<file path="src/rtl/me_result_if.sv">
// Handshake bundle between the result writer, the ME core (input side) and the
// frame result memory (write side).
interface me_result_if;
    logic        in_valid;
    logic        in_ready;
    logic [6:0]  in_mv_x;
    logic [6:0]  in_mv_y;
    logic [23:0] in_sad;
    logic        wr_valid;
    logic        wr_ready;
    logic [21:0] wr_addr;
    logic [33:0] wr_data;

    // master: the environment (ME core + memory); slave: the result writer
    modport master (
        output in_valid, in_mv_x, in_mv_y, in_sad, wr_ready,
        input  in_ready, wr_valid, wr_addr, wr_data
    );

    modport slave (
        input  in_valid, in_mv_x, in_mv_y, in_sad, wr_ready,
        output in_ready, wr_valid, wr_addr, wr_data
    );
endinterface

</file>
<file path="src/rtl/me_result_writer.sv">
// Motion-estimation result sink: packs MV/SAD results into 34-bit words and
// writes one frame of them sequentially to the result memory via a small FIFO.
module me_result_writer #(
    parameter int unsigned FRAME_WORDS = 8160,
    parameter logic [21:0] BASE_ADDR   = 22'd0,
    parameter int unsigned FIFO_DEPTH  = 4
) (
    input  logic        clk,
    input  logic        rst,
    input  logic        start,
    me_result_if.slave  rif,
    output logic        busy,
    output logic        done
);

    localparam int unsigned AW   = (FIFO_DEPTH > 1) ? $clog2(FIFO_DEPTH) : 1;
    localparam logic [21:0] FW   = 22'(FRAME_WORDS);
    localparam logic [AW:0] FULL = (AW + 1)'(FIFO_DEPTH);

    typedef enum logic [1:0] {StIdle, StRun, StFlush, StDone} state_e;

    state_e          state_q, state_d;
    logic [21:0]     acc_cnt_q, acc_cnt_d;
    logic [21:0]     wr_cnt_q, wr_cnt_d;
    logic [AW-1:0]   rd_ptr_q, wr_ptr_q;
    logic [AW:0]     fill_q;
    logic [33:0]     mem_q [FIFO_DEPTH];
    logic            fifo_empty, fifo_full;
    logic            push, pop;
    logic [19:0]     sad20;
    logic [33:0]     packed_word;

    assign fifo_empty = (fill_q == '0);
    assign fifo_full  = (fill_q == FULL);

    // SAD is saturated to 20 bits rather than truncated
    assign sad20       = (rif.in_sad > 24'h0FFFFF) ? 20'hFFFFF : rif.in_sad[19:0];
    assign packed_word = {rif.in_mv_x, rif.in_mv_y, sad20};

    // All outputs decode from registered state only
    assign rif.in_ready = (state_q == StRun) && !fifo_full && (acc_cnt_q < FW);
    assign rif.wr_valid = ((state_q == StRun) || (state_q == StFlush)) && !fifo_empty;
    assign rif.wr_data  = fifo_empty ? '0 : mem_q[rd_ptr_q];
    assign rif.wr_addr  = BASE_ADDR + wr_cnt_q;
    assign busy         = (state_q == StRun) || (state_q == StFlush);
    assign done         = (state_q == StDone);

    assign push = rif.in_valid && rif.in_ready;
    assign pop  = rif.wr_valid && rif.wr_ready;

    always_comb begin
        state_d   = state_q;
        acc_cnt_d = acc_cnt_q;
        wr_cnt_d  = wr_cnt_q;
        unique case (state_q)
            StIdle: begin
                acc_cnt_d = '0;
                wr_cnt_d  = '0;
                if (start) state_d = StRun;
            end
            StRun: begin
                if (push) begin
                    acc_cnt_d = acc_cnt_q + 22'd1;
                    if (acc_cnt_q + 22'd1 == FW) state_d = StFlush;
                end
                if (pop) wr_cnt_d = wr_cnt_q + 22'd1;
            end
            StFlush: begin
                if (pop) begin
                    wr_cnt_d = wr_cnt_q + 22'd1;
                    if (wr_cnt_q + 22'd1 == FW) state_d = StDone;
                end
            end
            StDone: begin
                // Clear here so wr_addr reads BASE_ADDR from the first idle cycle
                acc_cnt_d = '0;
                wr_cnt_d  = '0;
                state_d   = StIdle;
            end
            default: state_d = StIdle;
        endcase
    end

    always_ff @(posedge clk) begin
        if (rst) begin
            state_q   <= StIdle;
            acc_cnt_q <= '0;
            wr_cnt_q  <= '0;
            rd_ptr_q  <= '0;
            wr_ptr_q  <= '0;
            fill_q    <= '0;
        end else begin
            state_q   <= state_d;
            acc_cnt_q <= acc_cnt_d;
            wr_cnt_q  <= wr_cnt_d;
            if (push) wr_ptr_q <= wr_ptr_q + 1'b1;
            if (pop)  rd_ptr_q <= rd_ptr_q + 1'b1;
            case ({push, pop})
                2'b10:   fill_q <= fill_q + 1'b1;
                2'b01:   fill_q <= fill_q - 1'b1;
                default: fill_q <= fill_q;
            endcase
        end
    end

    // Storage needs no reset: wr_data is gated to zero while the FIFO is empty
    always_ff @(posedge clk) begin
        if (push) mem_q[wr_ptr_q] <= packed_word;
    end

endmodule

</file>
<file path="src/flat_wrapper.sv">
// flat-port wrapper written by rule: the top's interface ports become plain ports
module me_result_writer_flat 
#(
    parameter int unsigned FRAME_WORDS = 8160,
    parameter logic [21:0] BASE_ADDR   = 22'd0,
    parameter int unsigned FIFO_DEPTH  = 4
)
  (clk, rst, start, busy, done, rif_in_valid, rif_in_mv_x, rif_in_mv_y, rif_in_sad, rif_wr_ready, rif_in_ready, rif_wr_valid, rif_wr_addr, rif_wr_data);
  me_result_if rif_i ();
  input  logic clk;
  input  logic rst;
  input  logic start;
  output logic busy;
  output logic done;
  input wire logic [$bits(rif_i.in_valid)-1:0] rif_in_valid;
  input wire logic [$bits(rif_i.in_mv_x)-1:0] rif_in_mv_x;
  input wire logic [$bits(rif_i.in_mv_y)-1:0] rif_in_mv_y;
  input wire logic [$bits(rif_i.in_sad)-1:0] rif_in_sad;
  input wire logic [$bits(rif_i.wr_ready)-1:0] rif_wr_ready;
  output wire logic [$bits(rif_i.in_ready)-1:0] rif_in_ready;
  output wire logic [$bits(rif_i.wr_valid)-1:0] rif_wr_valid;
  output wire logic [$bits(rif_i.wr_addr)-1:0] rif_wr_addr;
  output wire logic [$bits(rif_i.wr_data)-1:0] rif_wr_data;
  assign rif_i.in_valid = rif_in_valid;
  assign rif_i.in_mv_x = rif_in_mv_x;
  assign rif_i.in_mv_y = rif_in_mv_y;
  assign rif_i.in_sad = rif_in_sad;
  assign rif_i.wr_ready = rif_wr_ready;
  assign rif_in_ready = rif_i.in_ready;
  assign rif_wr_valid = rif_i.wr_valid;
  assign rif_wr_addr = rif_i.wr_addr;
  assign rif_wr_data = rif_i.wr_data;
  me_result_writer #(.FRAME_WORDS(FRAME_WORDS), .BASE_ADDR(BASE_ADDR), .FIFO_DEPTH(FIFO_DEPTH)) u_core (.clk(clk), .rst(rst), .start(start), .rif(rif_i), .busy(busy), .done(done));
endmodule
</file>
<file path="config.mk">
export PLATFORM = sky130hd
export DESIGN_NAME = me_result_writer_flat
export DESIGN_NICKNAME = d
export VERILOG_FILES = /design/src/rtl/me_result_if.sv /design/src/rtl/me_result_writer.sv /design/src/flat_wrapper.sv
export SDC_FILE = /design/constraint.sdc
export NUM_CORES = 1
export LEC_CHECK = 0
export BUFFER_PORTS_ARGS = -buffer_cell sky130_fd_sc_hd__buf_4
export CORE_MARGIN = 3
export CORE_UTILIZATION = 62
export DETAILED_ROUTE_END_ITERATION = 8
export PLACE_DENSITY = 0.91
export SYNTH_ARGS = -nofsm -noshare
export SYNTH_HDL_FRONTEND = slang
export SYNTH_SLANG_ARGS = --single-unit
</file>
<file path="constraint.sdc">
create_clock -name clk -period 5.5 [get_ports clk]
set_input_delay 0.55 -clock clk [delete_from_list [all_inputs] [get_ports clk]]
set_output_delay 0.55 -clock clk [all_outputs]
set_load 0.1 [all_outputs]
</file>
### Yosys cells after proc, flatten, opt, wreduce, memory -nomap -nowiden

Memories as Yosys holds them, arrays and structs flattened. A register that Yosys moved wholly into a read port is not among the register bits.
Index checks and enable logic that the tools add are counted.

* flip-flop bits (word level): 53
* bits in writable memories: 136
* input port bits: 43
* output and inout port bits: 60
* word-level logic and storage cells: 62
* memories kept: 1

Memories
* u_core.mem_q: words 4, width 34, rd ports 1, clocked after memory_dff 1, wr ports 1, line me_result_writer.sv:27 `logic [33:0] mem_q [FIFO_DEPTH];`

* add/subtract/negate cells: 6
* $lt $le $gt $ge: 2
* eq/ne operators: 14
* muxes and demuxes: 17
* reductions and logical operators: 16

Operator list (number)
* 22-bit one-hot mux with 2 select lines: 2
* 22-bit by 1-bit adder with 22-bit output (second input constant): 2
* 22-bit by 13-bit == test with 1-bit output (second input constant): 2
* 22-bit 2-to-1 mux: 2
* 34-bit 2-to-1 mux: 1
* 24-bit by 20-bit > comparator with 1-bit output (second input constant): 1
* 22-bit by 13-bit less-than comparator with 1-bit output (second input constant): 1
* 20-bit 2-to-1 mux: 1
* 2-bit 2-to-1 mux: 7
* 2-bit one-hot mux with 4 select lines: 1
* 2-bit == test (second input constant): 3
* 2-bit by 1-bit != test with 1-bit output (second input constant): 3
* 2-bit != test (second input constant): 3
* 3-bit one-hot mux with 2 select lines: 1
* 1-bit logical AND: 5
* 5-bit AND reduction: 1
* 2-bit by 1-bit adder with 2-bit output (second input constant): 2
* 2-bit by 1-bit == test with 1-bit output (second input constant): 2
* 2-bit nonzero test: 2
* 2-bit OR reduction: 2
* 3-bit by 1-bit adder with 3-bit output (second input constant): 1
* 3-bit == test (second input constant): 1
* 3-bit zero test: 1
* 3-bit by 1-bit subtractor with 3-bit output (second input constant): 1
* 5 further kinds: 7

### Logic depth before layout (Yosys ltp)

* depth in word-level cells: 7
* mapped depth: 13

### Worst setup path after synthesis

OpenSTA, ideal clock, no wires.

* path type: register to register
* from: register u_core.state_q[1]
* to: register u_core.state_q[1]
* arrival: 2.951 ns
* required time: 5.373 ns
* setup slack: 2.422 ns
* stages on the path, launching flop included: 9
* path buffers: 0
* path through: dfxtp_1 -> inv_1 -> ha_1 -> nand2_4 -> or4_1 -> or4_1 -> o41ai_2 -> nand3b_1 -> mux2i_1

* cells in the longest elaborated chain, start to end: 6
* elaborated cells between the ends (all ways): 17

Ends and longest elaborated chain
* start: declaration: line me_result_writer.sv:22 `state_e state_q, state_d;`
* start signal: assignment: line me_result_writer.sv:86 `state_q <= StIdle;`
* start signal: assignment: line me_result_writer.sv:93 `state_q <= state_d;`
* 2-bit by 1-bit == test with 1-bit output or 2-bit == test (tied branches)
* 1-bit logical OR *
* net busy: line flat_wrapper.sv:13 `output logic busy;`
* 1-bit logical AND *: line me_result_writer.sv:42 `assign rif.wr_valid = ((state_q == StRun) || (state_q == StFlush)) && !fifo_empty;`
* 1-bit logical AND *: line me_result_writer.sv:49 `assign pop = rif.wr_valid && rif.wr_ready;`
* 2-bit by 1-bit != test with 1-bit output (no source line) *
* 5-bit AND reduction (no source line) *

The timed path passes the listed nets; every way through them passes the cells marked *.
A chain may end at the register's enable or synchronous reset.

==> metrics.txt <==
status=finished clean; top_reg_cell synth=edfxtp_1; Top delay family on crit path=buffers and inverters; Final Wtd Congestion=0.846; clk_lat worst skew=430 ps; Vias/cell=6.05; Synth async-reset ratio=0; number of synthesized register bits=191; Initial DRT Pass Iterations=5; EDFF count, synth=136; max_cap viols=0; slowest stage delay, CP=620 ps; Clk Tree Root Cell=clkbuf_16; initial antenna violation count=0; post-synth top area share=0.502; Worst R2R Start=u_core.state_q[1]; Core Area=12700 sq um; dpl cells=847; Post-Syn Instances=594; mapped cell area=8130 sq um; DR iter-0 viols=450; final non-filler cell total=879; Worst path most repeated cell=buf_4; CTS resizes=0; min cycle time layout=2870 ps; crit path cell chain=buf_4 -> mux4_2 -> and2_1 -> buf_4; Synth Area in Adders=0.0209; clk sinks=191; vias in the first global route=5290; Die Y=121 um; Final Max Tran Viols=0; syn_area_per_cell=13.7 sq um; post-synth top area cell=edfxtp_1; clock buffer depth=2; Worst Setup End Kind=primary output; Syn. warnings=0; Area contributors post-synth=edfxtp_1 50%, dfxtp_1 14%, mux4_2 9.4%; post-route ant nets=0; Boundary Pins=103; Layout Skew=8.70 ps; TritonCTS clock tree=yes; CTS clk-pin slew, worst paths=70 ps; first-pass GRT wire length=28.1 mm; starting density of the core=0.639; buffer and inverter count on the worst path=2; slowest CP cell=mux4_2; largest family of logic cells by synthesized area=simple AND/OR/NAND/NOR gates; Overall Global Routing Usage=0.254; Final Hold Fails=0; DR vias=5318; final worst slack=2630 ps; critical path fanouts, max=34; Achievable Freq=348 MHz; post-route cell area=9610 sq um; Commonest cells post-synth=136 x edfxtp_1, 55 x dfxtp_1, 55 x nor2_1; worst hold start=rif_in_mv_x[6]; fin crit share=0.522; Overflow after GRT=0; postcts setup bufs=0; post-cts hold buffer count=0; Rows=41; XOR/XNOR Fraction of Synth Area=0.0334; CTS Buf Count=17; number of port buffers=102; CP startpoint kind=flop; final wirelength=17.6 mm; register area share after synthesis=0.638; Compound-Gate Fraction of Synth Area=0.0386; Die Wd=121 um; Power Density=439 nW/um^2; Least-Margin Pin Slew=922 ps; fin nets=750; Distinct cells, synth=46; dpl hpwl=11.0 mm; LEAKAGE=3.31 nW; most frequent cell after synthesis=edfxtp_1; Post-Synthesis Net Count=650; die area=14500 sq um; CP arrival=2320 ps; Worst Setup Path Type=reg2out; class of the worst hold path=in2reg; max_slew headroom=0.385; Data required, critical path=4950 ps; Max VDD drop=0.000252 V; Area growth syn-to-layout=18.2%; # setup viols final=0; routed len/inst=20.1 um; layout cell share with drive strength beyond 1=0.255; drt drc=0; CTS H-Tree Depth=4; RSZ-0062 raised after global routing=no; setup tns final=0 ps; Placement Setup Slack=2770 ps; simple-gate share of the synthesized area=0.155; post-synthesis mux area share=0.0954; largest net degree at the start of global routing=37; ANT cells=0; Area after DPL=9050 sq um
final timing paths:
path / endpoint / slack [ps] / cells past startpoint
worst max-delay path: rif_wr_data[0] / 2630 / 4
worst max register to register: u_core.state_q[1] / 2730 / 8
worst min register to register: u_core.acc_cnt_q[20] / 470 / 1
worst min-delay path: u_core.mem_q[0][33] / 330 / 1
flip-flops by register name, summed over array words and instances (netlist names), named ones only:
register	cells
u_core.mem_q	136
u_core.rd_ptr_q	2
u_core.acc_cnt_q	22
u_core.wr_cnt_q	22
u_core.fill_q	3
u_core.wr_ptr_q	2
u_core.state_q	2
layer usage:
layer / wire length, um / GRT usage
met2: 9050 / 0.416
met4: 664 / 0.126
met1: 6730 / 0.326
met3: 1180 / 0.0538
met5: 0 / 0
area by class of cell:
class                      count  area, sq um
multi-input combinational    364         2810
inverter                      15         56.3
fill                         775         3110
sequential                   191         5190
clock inverter                12          120
clock buffer                  20          437
tap                          172          215
timing repair buffer         105          788
stage by stage:
step	total power [mW]	util	hold slack [ps]
after detailed placement	3.08	0.712	446
after global placement	3.04	0.712	442
final	4.21	0.755	325
after floorplan	2.77	-	430
after CTS	4.23	0.755	317
after global routing	4.35	0.755	317
worst reg2reg max path: stages, from the launching register on:
cell and delay [ps]:
dfxtp_1 390, inv_1 100, ha_1 500, nand2_4 100
or4_1 490, or4_1 520, o41ai_2 220, nand3b_1 160
mux2i_1 150
cell usage in the layout, fill, tap and decap left out, types with 9 or more instances in the layout:
cell type / count
nand2_1: 32
buf_4: 105
xor2_1: 19
inv_1: 15
nand3_1: 13
mux4_2: 34
ha_1: 12
edfxtp_1: 136
o21ai_0: 13
nand4_1: 10
xnor2_1: 12
and2_1: 47
dfxtp_1: 53
clkbuf_16: 17
or3_1: 9
nor2_1: 55
nand2b_1: 23
a21oi_1: 22
logic make-up after synthesis:
kind of cell             Yosys count
AO/OA/AOI/OAI                     51
multiplexers                      35
adder cells (fa/ha/maj)           13
AND/OR/NAND/NOR                  234
XOR/XNOR                          31
buffers and inverters             39
flip-flops                       191
where the power goes:
group,leakage (nW),switching (mW),internal [mW]
logic,1.35,1.08,0.325
registers,1.70,0.0335,1.61
clock network,0.260,0.504,0.663
total,3.31,1.62,2.60
No activity file was read; power rests on OpenSTA's default activity.
